[src/rtl/cnt_pkg.sv]
// Shared types and helpers for the up/down counter core.
// No logic; states, default width and the count bound helper.
// No flow control of its own.
package cnt_pkg;

    typedef enum logic [1:0] {
        CNT_IDLE = 2'd0,
        CNT_RUN  = 2'd1,
        CNT_HALT = 2'd2
    } cnt_state_e;

    localparam int CNT_WIDTH_DEF = 8;

    // Largest count value for a given width (2^width - 1), widths up to 64.
    function automatic logic [63:0] cnt_max(input int width);
        return (64'd1 << width) - 64'd1;
    endfunction

endpackage

[src/rtl/cnt_evt_reg.sv]
// Single-entry valid/ready holding register for counter events with drop detection.
// Latency 1: a push shows up on evt_valid/evt_data the cycle after it is presented.
// Backpressure: push while full and not draining is dropped and sets sticky evt_ovf.
module cnt_evt_reg #(
    parameter int WIDTH = 8
) (
    input  logic             clk,
    input  logic             rst,
    input  logic             push,
    input  logic [WIDTH-1:0] push_dat,
    input  logic             clr_ovf,
    input  logic             evt_ready,
    output logic             evt_valid,
    output logic [WIDTH-1:0] evt_data,
    output logic             evt_ovf
);

    logic accept;
    logic drop;

    // A slot is available when empty or when the held entry drains this cycle.
    assign accept = push && (!evt_valid || evt_ready);
    assign drop   = push && evt_valid && !evt_ready;

    always_ff @(posedge clk) begin
        if (rst) begin
            evt_valid <= 1'b0;
            evt_data  <= '0;
            evt_ovf   <= 1'b0;
        end else begin
            if (accept) begin
                evt_valid <= 1'b1;
                evt_data  <= push_dat;
            end else if (evt_valid && evt_ready) begin
                evt_valid <= 1'b0;
            end

            if (drop) begin
                evt_ovf <= 1'b1;
            end else if (clr_ovf) begin
                evt_ovf <= 1'b0;
            end
        end
    end

endmodule

[src/rtl/cnt_updown_core.sv]
// Loadable up/down counter with run/stop FSM, wrap/saturate modes and an event port.
// Latency 1: count, tc and the event port update on the edge after the sampled inputs.
// Backpressure: evt_ready low holds one event; further events are dropped and flagged.
module cnt_updown_core
    import cnt_pkg::*;
#(
    parameter int WIDTH = CNT_WIDTH_DEF
) (
    input  logic             clk,
    input  logic             rst,
    input  logic             start,
    input  logic             stop,
    input  logic             en,
    input  logic             up_dn,
    input  logic             sat_mode,
    input  logic             load,
    input  logic [WIDTH-1:0] load_val,
    input  logic             clr_ovf,
    output logic [WIDTH-1:0] count,
    output logic             running,
    output logic             tc,
    output logic             evt_valid,
    output logic [WIDTH-1:0] evt_data,
    input  logic             evt_ready,
    output logic             evt_ovf
);

    localparam logic [WIDTH-1:0] CNT_MAX = WIDTH'(cnt_max(WIDTH));

    cnt_state_e       state_q;
    cnt_state_e       state_d;
    logic [WIDTH-1:0] count_d;
    logic             step;
    logic             at_bound;
    logic             evt;
    logic             sat_hit;

    always_comb begin
        state_d  = state_q;
        count_d  = count;
        evt      = 1'b0;
        sat_hit  = 1'b0;
        step     = (state_q == CNT_RUN) && en && !load;
        at_bound = up_dn ? (count == CNT_MAX) : (count == '0);

        if (load) begin
            count_d = load_val;
        end else if (step) begin
            if (at_bound) begin
                evt = 1'b1;
                // Saturation holds the value and parks the FSM until reloaded.
                if (sat_mode) begin
                    sat_hit = 1'b1;
                end else begin
                    count_d = up_dn ? '0 : CNT_MAX;
                end
            end else begin
                count_d = up_dn ? count + 1'b1 : count - 1'b1;
            end
        end

        case (state_q)
            CNT_IDLE: if (start && !stop) state_d = CNT_RUN;
            CNT_RUN: begin
                if (stop) begin
                    state_d = CNT_IDLE;
                end else if (sat_hit) begin
                    state_d = CNT_HALT;
                end
            end
            CNT_HALT: if (load) state_d = CNT_IDLE;
            default:  state_d = CNT_IDLE;
        endcase
    end

    always_ff @(posedge clk) begin
        if (rst) begin
            state_q <= CNT_IDLE;
            count   <= '0;
            running <= 1'b0;
            tc      <= 1'b0;
        end else begin
            state_q <= state_d;
            count   <= count_d;
            running <= (state_d == CNT_RUN);
            tc      <= evt;
        end
    end

    cnt_evt_reg #(
        .WIDTH (WIDTH)
    ) u_evt_reg (
        .clk       (clk),
        .rst       (rst),
        .push      (evt),
        .push_dat  (count_d),
        .clr_ovf   (clr_ovf),
        .evt_ready (evt_ready),
        .evt_valid (evt_valid),
        .evt_data  (evt_data),
        .evt_ovf   (evt_ovf)
    );

endmodule

[config.mk]
export PLATFORM = sky130hd
export DESIGN_NAME = cnt_updown_core
export DESIGN_NICKNAME = d
export VERILOG_FILES = /design/src/rtl/cnt_pkg.sv /design/src/rtl/cnt_evt_reg.sv /design/src/rtl/cnt_updown_core.sv
export SDC_FILE = /design/constraint.sdc
export NUM_CORES = 1
export LEC_CHECK = 0
export ABC_AREA = 1
export BUFFER_PORTS_ARGS = -buffer_cell sky130_fd_sc_hd__buf_2
export CORE_ASPECT_RATIO = 1.75
export CORE_UTILIZATION = 30
export CTS_CLUSTER_SIZE = 16
export DETAILED_ROUTE_END_ITERATION = 7
export GPL_TIMING_DRIVEN = 0
export SLEW_MARGIN = 20
export SYNTH_ARGS = -nofsm -noshare
export SYNTH_HDL_FRONTEND = slang
export SYNTH_SLANG_ARGS = --single-unit
[constraint.sdc]
create_clock -name clk -period 2.9 [get_ports clk]
set_clock_uncertainty 0.05 [all_clocks]
set_input_delay 0.29 -clock clk [delete_from_list [all_inputs] [get_ports clk]]
set_output_delay 0.29 -clock clk [all_outputs]
set_load 0.03 [all_outputs]
==> flow_results.org, run 1 <==
** Outcome
- Outcome :: finished clean

** Global routing
- The first global-routing pass estimated 5692 um of wire.
- Across every metal layer, demand over resource in global routing totals between 10% and 20%.
- Overflow left after global routing :: 0
- Entering global routing, the biggest net connects 14 pins.
- Vias in the first global route :: 1316
- Antenna violations before repair :: 0

** STA
- Slew at the pin closest to its max-slew limit :: between 400 and 500 ps
- Final hold vios :: 0
- Hold_ws :: 172.6 ps
- For the finished layout, the period the worst path requires is 1752 ps.
- Static timing analysis puts the maximum clock frequency at about 570 MHz.
- Setup-failing EPs final :: 0
- After routing, the total negative slack on setup checks comes to 0 ps.
- The final-report max-slew violation count was 0.
- Worst slew margin relative to its limit :: 67.84%
- Setup repair after global routing missed its margin :: false
- Fin crit share :: 60.42%

** Place
- Buffers placed on the I/O ports in this run total 37.
- RD Place Congestion :: 0.8110
- Estimated wirelength of the detail-placed design :: 2930 um
- Once placement finished, the instance area stood at ~1700 um^2.
- Placed Instances :: 307

** Clocking
- Post-cts resize count :: 0
- Maximum buffer depth of the clock tree :: 2
- H-tree depth reported by CTS :: 1
- The clock drives 22 sinks.
- Once the clock tree was built, the setup fixing pass inserted 0 buffers.
- Buffers inserted to repair hold after CTS numbered 0.
- TritonCTS built the clock tree.
- For the worst-skew pair, the clock arrives at the later sink with an insertion delay of ~260 ps.
- Clock tree synthesis selected as its root buffer the cell clkbuf_8.
- Buffers inserted during clock tree synthesis total 3.
- After clock tree synthesis, the clock-pin slew on the worst setup and hold paths is 80 ps.

** Pwr
- Internal power component :: 564.4 uW
- The analysis attributes to net switching a power of 224.7 uW.
- Combinational cells account for around a quarter of the total power.
- Power spread over the standard cell area amounts to 446.0 nW/um^2.
- IR Drop Worst-Case VDD :: 351.4 uV
- Of the total power, the share spent switching nets is 28.48%.
- Sequential share of power :: slightly above 40%
- Leakage power figure :: 0.0009314 uW
- Clock share of power :: 35.6%
- Post-route total power :: 789.1 uW

** Yosys
- Synthesized area divided by synthesized cell count :: 6.641 um^2
- Sorting the synthesized cells by area gives the leading types as dfxtp_1, nand2_1, a21oi_1.
- Summing every instance area after synthesis gives 1448 um^2.
- Cells after synthesis :: 218
- The share of synthesized area in the top cell type comes to a little under a third.
- The Yosys step of the flow raised 0 warnings.
- Sequential elements use just over 30% of the synthesized area.
- The number of nets handed over by synthesis was 243.
- Number of library cell types mapped by synthesis :: 24
- Cell taking the most area after synthesis :: dfxtp_1
- Register bit total from synthesis :: 22

** Finish
- Number of antenna diodes :: 0
- Summing all multi-input logic gate instances after layout gives 878.3 um^2.
- Fill count :: roughly 540
- Final Instance Area :: around 1800 um^2
- The post-route netlist has 22.01% of its cells at a drive strength greater than 1.
- Leaving out fill and tap cells, the most frequent cell in the layout is nand2_1.
- Synthesis-to-layout area growth :: 22.21%
- Summing all flip-flop and latch instances after layout gives 440.4 um^2.
- Final Non-Filler Cells :: 311
- Commonest cells after routing, fill and taps aside :: nand2_1, buf_2, inv_1, nor2_1
- Nets :: 285

** Hold path
- Hold WC Path Type :: input port to flip-flop

** Worst setup path
- Largest driver fanout on the critical path :: 7
- The critical path is of the input port to flip-flop type.
- Largest stage delay on the critical path :: 330 ps
- Data arrival time at the worst-slack endpoint :: 1890 ps
- Critical path required time :: a little over 3000 ps
- Category of the worst setup path capture point :: flip-flop
- Sort of element at the start of the critical path :: input port
- The largest individual stage delay along the critical path comes from the cell ha_1.
- Most repeated library cell on the critical path :: nand2_1
- The signal on the critical path passes through buf_2 > inv_1 > ha_1 > or2_2 > nand3_1 > nand2_1 > nand2_1 > nand3_1 > nand2_1 > nand2_1 > a21oi_1.

** Detailed routing
- For this run, design rule violations remaining after detail routing come to 0.
- In the routed layout, each cell is associated on average with a via count of 4.630.
- Average wire per standard cell :: 11.10 um
- Wires add up to 3452 um.
- Length of the first detailed-routing pass in iterations :: 4
- In this run the remaining antenna-violating nets after routing total 0.
- Via count :: around 1400
- Starting DRC count in detailed routing :: 23

** Floorplan
- Boundary pin count :: 38
- Core ar. :: 4666 um^2
- Effective utilization at floorplan :: 31.03%
- Row generation in the floorplan step produced 33 rows.
- The die is about 55 um wide.
- The die covers between 5000 and 6000 um^2.
- The die is 93.90 um tall.

** Run
- Max-cap violations in this run came to 0.
==> Yosys cell counts <==
master and instances:
nand3b_1 5, a21oi_2 2, a21oi_1 22, o21bai_4 1
nand3_4 1, nor2_8 2, o21ai_0 10, or2_2 3
xnor2_1 1, clkbuf_1 1, nand2_4 2, nor3_1 1
fa_1 1, dfxtp_1 22, inv_1 27, o21ai_1 3
nor2_2 2, buf_8 1, buf_2 1, inv_2 1
nor2_1 24, nand2_1 61, nand3_1 18, ha_1 6
==> path summary, 6_finish.rpt <==
path	start	end	slack [ps]	cells after the start
min reg2reg	u_evt_reg.evt_ovf$_SDFFE_PP0P_	u_evt_reg.evt_ovf$_SDFFE_PP0P_	420	2
max reg2reg	count[2]$_SDFF_PP0_	count[5]$_SDFF_PP0_	1170	9
min	rst	running$_SDFF_PP0_	170	2
max	up_dn	count[5]$_SDFF_PP0_	1150	11
==> power by group through the flow <==
| stage | Clock, uW | Sequential [uW] | Combinational [uW] |
|---|---|---|---|
| 6_report | 281 | 325 | 184 |
| 5_1_grt | 302 | 327 | 211 |
| 4_1_cts | 291 | 325 | 186 |
| 3_5_place_dp | 0 | 332 | 185 |
| 3_3_place_gp | 0 | 332 | 185 |
| 2_1_floorplan | 0 | 347 | 118 |
==> cell families after synthesis <==
group | after synthesis | synth area share [%]
flip-flops | 22 | 30.42
AND/OR/NAND/NOR | 119 | 38.89
adder cells (fa/ha/maj) | 7 | 6.569
AO/OA/AOI/OAI | 38 | 14.61
XOR/XNOR | 1 | 0.6051
buffers and inverters | 31 | 8.901
==> through the flow <==
stage          worst slack (ps)  utilization (%)
3_3_place_gp              884.4            36.39
4_1_cts                    1137            37.92
2_1_floorplan              1116                -
5_1_grt                   966.3            37.92
3_5_place_dp              870.8            36.39
6_report                   1148            37.92
==> metal layers <==
layer | wire length [um] | GRT usage (%)
met2 | 1976 | 29.47
met5 | 0 | 0
met3 | 95 | 1.618
met1 | 1338 | 15.40
met4 | 42 | 4.060
==> layout make-up <==
class | instances | share of cell area (%)
Buffer | 3 | 1.344
Tap cell | 52 | 3.678
Clock buffer | 3 | 2.334
Multi-Input combinational cell | 165 | 49.65
Sequential cell | 22 | 24.89
Clock inverter | 1 | 1.697
Timing Repair Buffer | 37 | 10.47
Inverter | 28 | 5.941
==> worst max-delay path, delay by kind of cell <==
family | cells | cell delay [ps]
buffers and inverters | 2 | 370
adder cells (fa/ha/maj) | 1 | 330
AO/OA/AOI/OAI | 1 | 110
AND/OR/NAND/NOR | 7 | 780
==> flip-flops by register name, indices dropped and copies added, names as in the netlist <==
| name | cells |
|---|---|
| count | 8 |
| u_evt_reg.evt_data | 8 |
| state_q | 2 |
| running | 1 |
| tc | 1 |
| u_evt_reg.evt_ovf | 1 |
| u_evt_reg.evt_valid | 1 |
No activity file was read; power rests on OpenSTA's default activity.
==> run 2, diff against run 1 <==
clock period = 1.7 ns   (was 2.9 ns; I/O delays follow)
==> run 2 against run 1 <==
Sequential cell count did not move. Die area unchanged. Critical path type is now flip-flop to flip-flop. Critical endpoint is now u_evt_reg.evt_data[6]$_SDFFE_PP0P_. Via count up 3.7%.
==> flow_results.org, run 2 (synthesis gave the netlist of run 1 again) <==
** Outcome
- Outcome :: finished clean

** Detailed routing
- Routed vias/inst :: 4.695
- The pre-antenna-repair detailed-routing pass consisted of 4 iterations.
- Average wire per standard cell :: 11.73 um
- The detail route stage leaves a number of antenna-violating nets equal to 0.
- In the routed design, unresolved DRC markers number 0.
- Starting DRC count in detailed routing :: 21
- Via count :: 1493
- The final layout contains routed wiring with a total length of 3729 um.

** Pwr
- Logic pwr share :: around 26%
- Summed over all nets, the switching power comes to 408.3 uW.
- Sequential share of power :: 39.6%
- Cell internal power was estimated by the tool at 992.5 uW.
- Net switching is 29.14% of the power.
- Post-route total power :: ~1400 uW
- In this run, the clock network consumes 34.4% of the power.
- IR Drop Worst-Case VDD :: 592.0 uV
- For this design the ratio of total power to cell area is about 720 nW/um^2.
- The analysis attributes to cell leakage a power of 0.0009862 uW.

** Hold path
- The min-delay analysis places its worst path in the category input port to flip-flop.

** Floorplan
- Rows :: 33
- The initial utilization of the core area, before any placement, comes to 31.03%.
- Die Span Y :: roughly 94 um
- The floorplan step defined a die boundary enclosing 5118 um^2.
- Core ar. :: 4666 um^2
- During I/O placement, the number of pins put on the boundary was 38.
- Die X :: about 55 um

** Clocking
- Latest clock arrival within the worst-skew pair :: 260 ps
- Clock tree synthesis inserted a total of 3 buffers.
- Number of buffers added to fix hold violations after cts :: 0
- CTS placed an instance of clkbuf_8 at the clock tree root.
- Clock slew at reported path FFs :: 90 ps
- H-tree depth reported by CTS :: 1
- The longest clock path from root to sink contains 2 buffers.
- TritonCTS clock tree :: done
- Total number of clock tree sinks :: 22

** STA
- Final critical path time including I/O delays and setup :: between 1500 and 2000 ps
- Setup violations remaining at the end of the flow were counted as 0.
- Across all hold checks on the routed design, the worst slack comes to around 48 ps.
- The final number of hold-violating endpoints is 0.
- Timing-limited maximum frequency :: 618.2 MHz
- At the pin with the least slew margin, the transition time is roughly 500 ps.
- The worst path uses 95.16% of the clock period.
- After routing, the total negative slack on setup checks comes to 0 ps.
- The final-report max-slew violation count was 0.
- In this run the tightest slew margin relative to its limit is 66.60%.
- Setup repair after global routing missed its margin :: true
- Least setup slack across all paths after layout :: about 80 ps

** Worst setup path
- Largest driver fanout on the critical path :: 8
- At the worst endpoint, the arrival time is roughly 1800 ps.
- Classification of the worst setup path :: flip-flop to flip-flop
- STA classifies the critical path endpoint as a flip-flop.
- Data on the critical path is required at its endpoint by 1860 ps.
- Sort of element at the start of the critical path :: flip-flop

** Finish
- Commonest cells after routing, fill and taps aside :: nand2_1, buf_2, inv_1, nor2_1, a21oi_1
- The library cell used most frequently in the layout, excluding fill and tap cells, is nand2_1.
- Of the cells placed in the final design, the portion with a size suffix greater than 1 is 31.58%.
- Number of antenna diodes :: 0
- Summing all flip-flop and latch instances after layout gives ~450 um^2.
- Synthesis-to-layout area growth :: 33.79%
- In the final layout, the multi-input gates occupy ~960 um^2.
- Fill count :: 529
- The largest registers in the layout are count: 8 flops, u_evt_reg.evt_data: 8 flops, state_q: 2 flops.
- Nets :: about 290

** Place
- Post-Place Setup Slack :: -228.3 ps
- The congestion estimate from routability-driven global placement came to 0.8029.
- The HPWL after detailed placement is approximately 3000 um.
- The count of buffers added on input and output ports is 37.

** Global routing
- Global routing used 29.98% of the available met2 tracks.
- Overflow left after global routing :: 0
- The via count of the first global-routing pass is between 1000 and 1500.
- Global routing consumed, over all layers together, between 15 and 20% of the routing resources.
- Global routing usage on met3 :: around 1.5%
- Largest net degree at the start of global routing :: 14
- The first global-routing pass estimated between 5000 and 6000 um of wire.
- Global routing consumed, on the met1 layer, ~15% of the routing resources.
- The initial antenna violation count is 0.
- Global-route layer with the greatest usage :: met2

** Run
- The tool flagged a number of max-cap violations equal to 0.
-- run 2: cell types whose count changed in the layout (fill, tap and decap cells not counted), moves of 2 or more --
cell     delta
o21ai_1     -2
nand3_2     +3
dfxtp_4     +2
nor2_2      +2
a21oi_1     -3
nand3_1     -3
dfxtp_1     -6
a21oi_2     +3
dfxtp_2     +4
nor2_1      -3
buf_6       +2
buf_4       +3
-- run 2: stage by stage --
stage / util (%) / cells / instance area (um^2)
2_1_floorplan: - / 218 / 1449
6_report: 41.51 / 318 / 1937
5_1_grt: 41.51 / 318 / 1937
3_5_place_dp: 36.42 / 307 / 1699
4_1_cts: 38.19 / 311 / 1782
3_3_place_gp: 36.42 / 307 / 1699
-- run 2: path summary, 6_finish.rpt --
| check | endpoint | startpoint | cells past startpoint | slack, ps |
|---|---|---|---|---|
| setup / recovery | u_evt_reg.evt_data[6]$_SDFFE_PP0P_ | count[2]$_SDFF_PP0_ | 11 | 80 |
| hold / removal | running$_SDFF_PP0_ | rst | 2 | 50 |
| setup reg to reg | u_evt_reg.evt_data[6]$_SDFFE_PP0P_ | count[2]$_SDFF_PP0_ | 11 | 80 |
| hold reg to reg | u_evt_reg.evt_ovf$_SDFFE_PP0P_ | u_evt_reg.evt_ovf$_SDFFE_PP0P_ | 2 | 420 |
-- run 2: area by class of cell --
| cell class | instances | area share (%) |
|---|---|---|
| Clock inverter | 1 | 1.550 |
| Tap cell | 52 | 3.359 |
| Clock buffer | 3 | 2.132 |
| Inverter | 28 | 5.426 |
| Multi-Input combinational cell | 166 | 49.74 |
| Sequential cell | 22 | 23.38 |
| Buffer | 3 | 1.227 |
| Timing Repair Buffer | 43 | 13.18 |
-- run 2: per-layer routing --
metal | up-vias | routed length (um) | part of all wire, %
li1 | 796 | - | -
met1 | 670 | 1477 | 40
met4 | 0 | 23 | 0.62
met3 | 2 | 81 | 2.2
met2 | 25 | 2147 | 58
met5 | - | 0 | 0
-- run 2: timing repair --
action                     in CTS  in global routing
gates resized for setup         4                 23
pin swaps                       0                 11
setup buffers                   0                  5
setup endpoints to repair       9                 15
hold endpoints to repair        0                  0
cloned                          0                  2
-- run 2: power groups by stage --
stage	clock [uW]	sequential, uW	combinational, uW
global route	520	559	413
finish	482	555	363
floorplan	0	593	201
global placement	0	567	315
CTS	500	555	325
detailed placement	0	567	318
-- run 2: worst max-delay path, cell delays in order, from the launching register on --
cell	delay (ps)
dfxtp_4	380
buf_6	120
nor2_4	90
nand2_1	50
nor2_1	100
nand2_1	90
nand2_4	130
nand2_4	90
nor2_8	180
buf_8	140
o21ai_4	50
a21oi_2	100
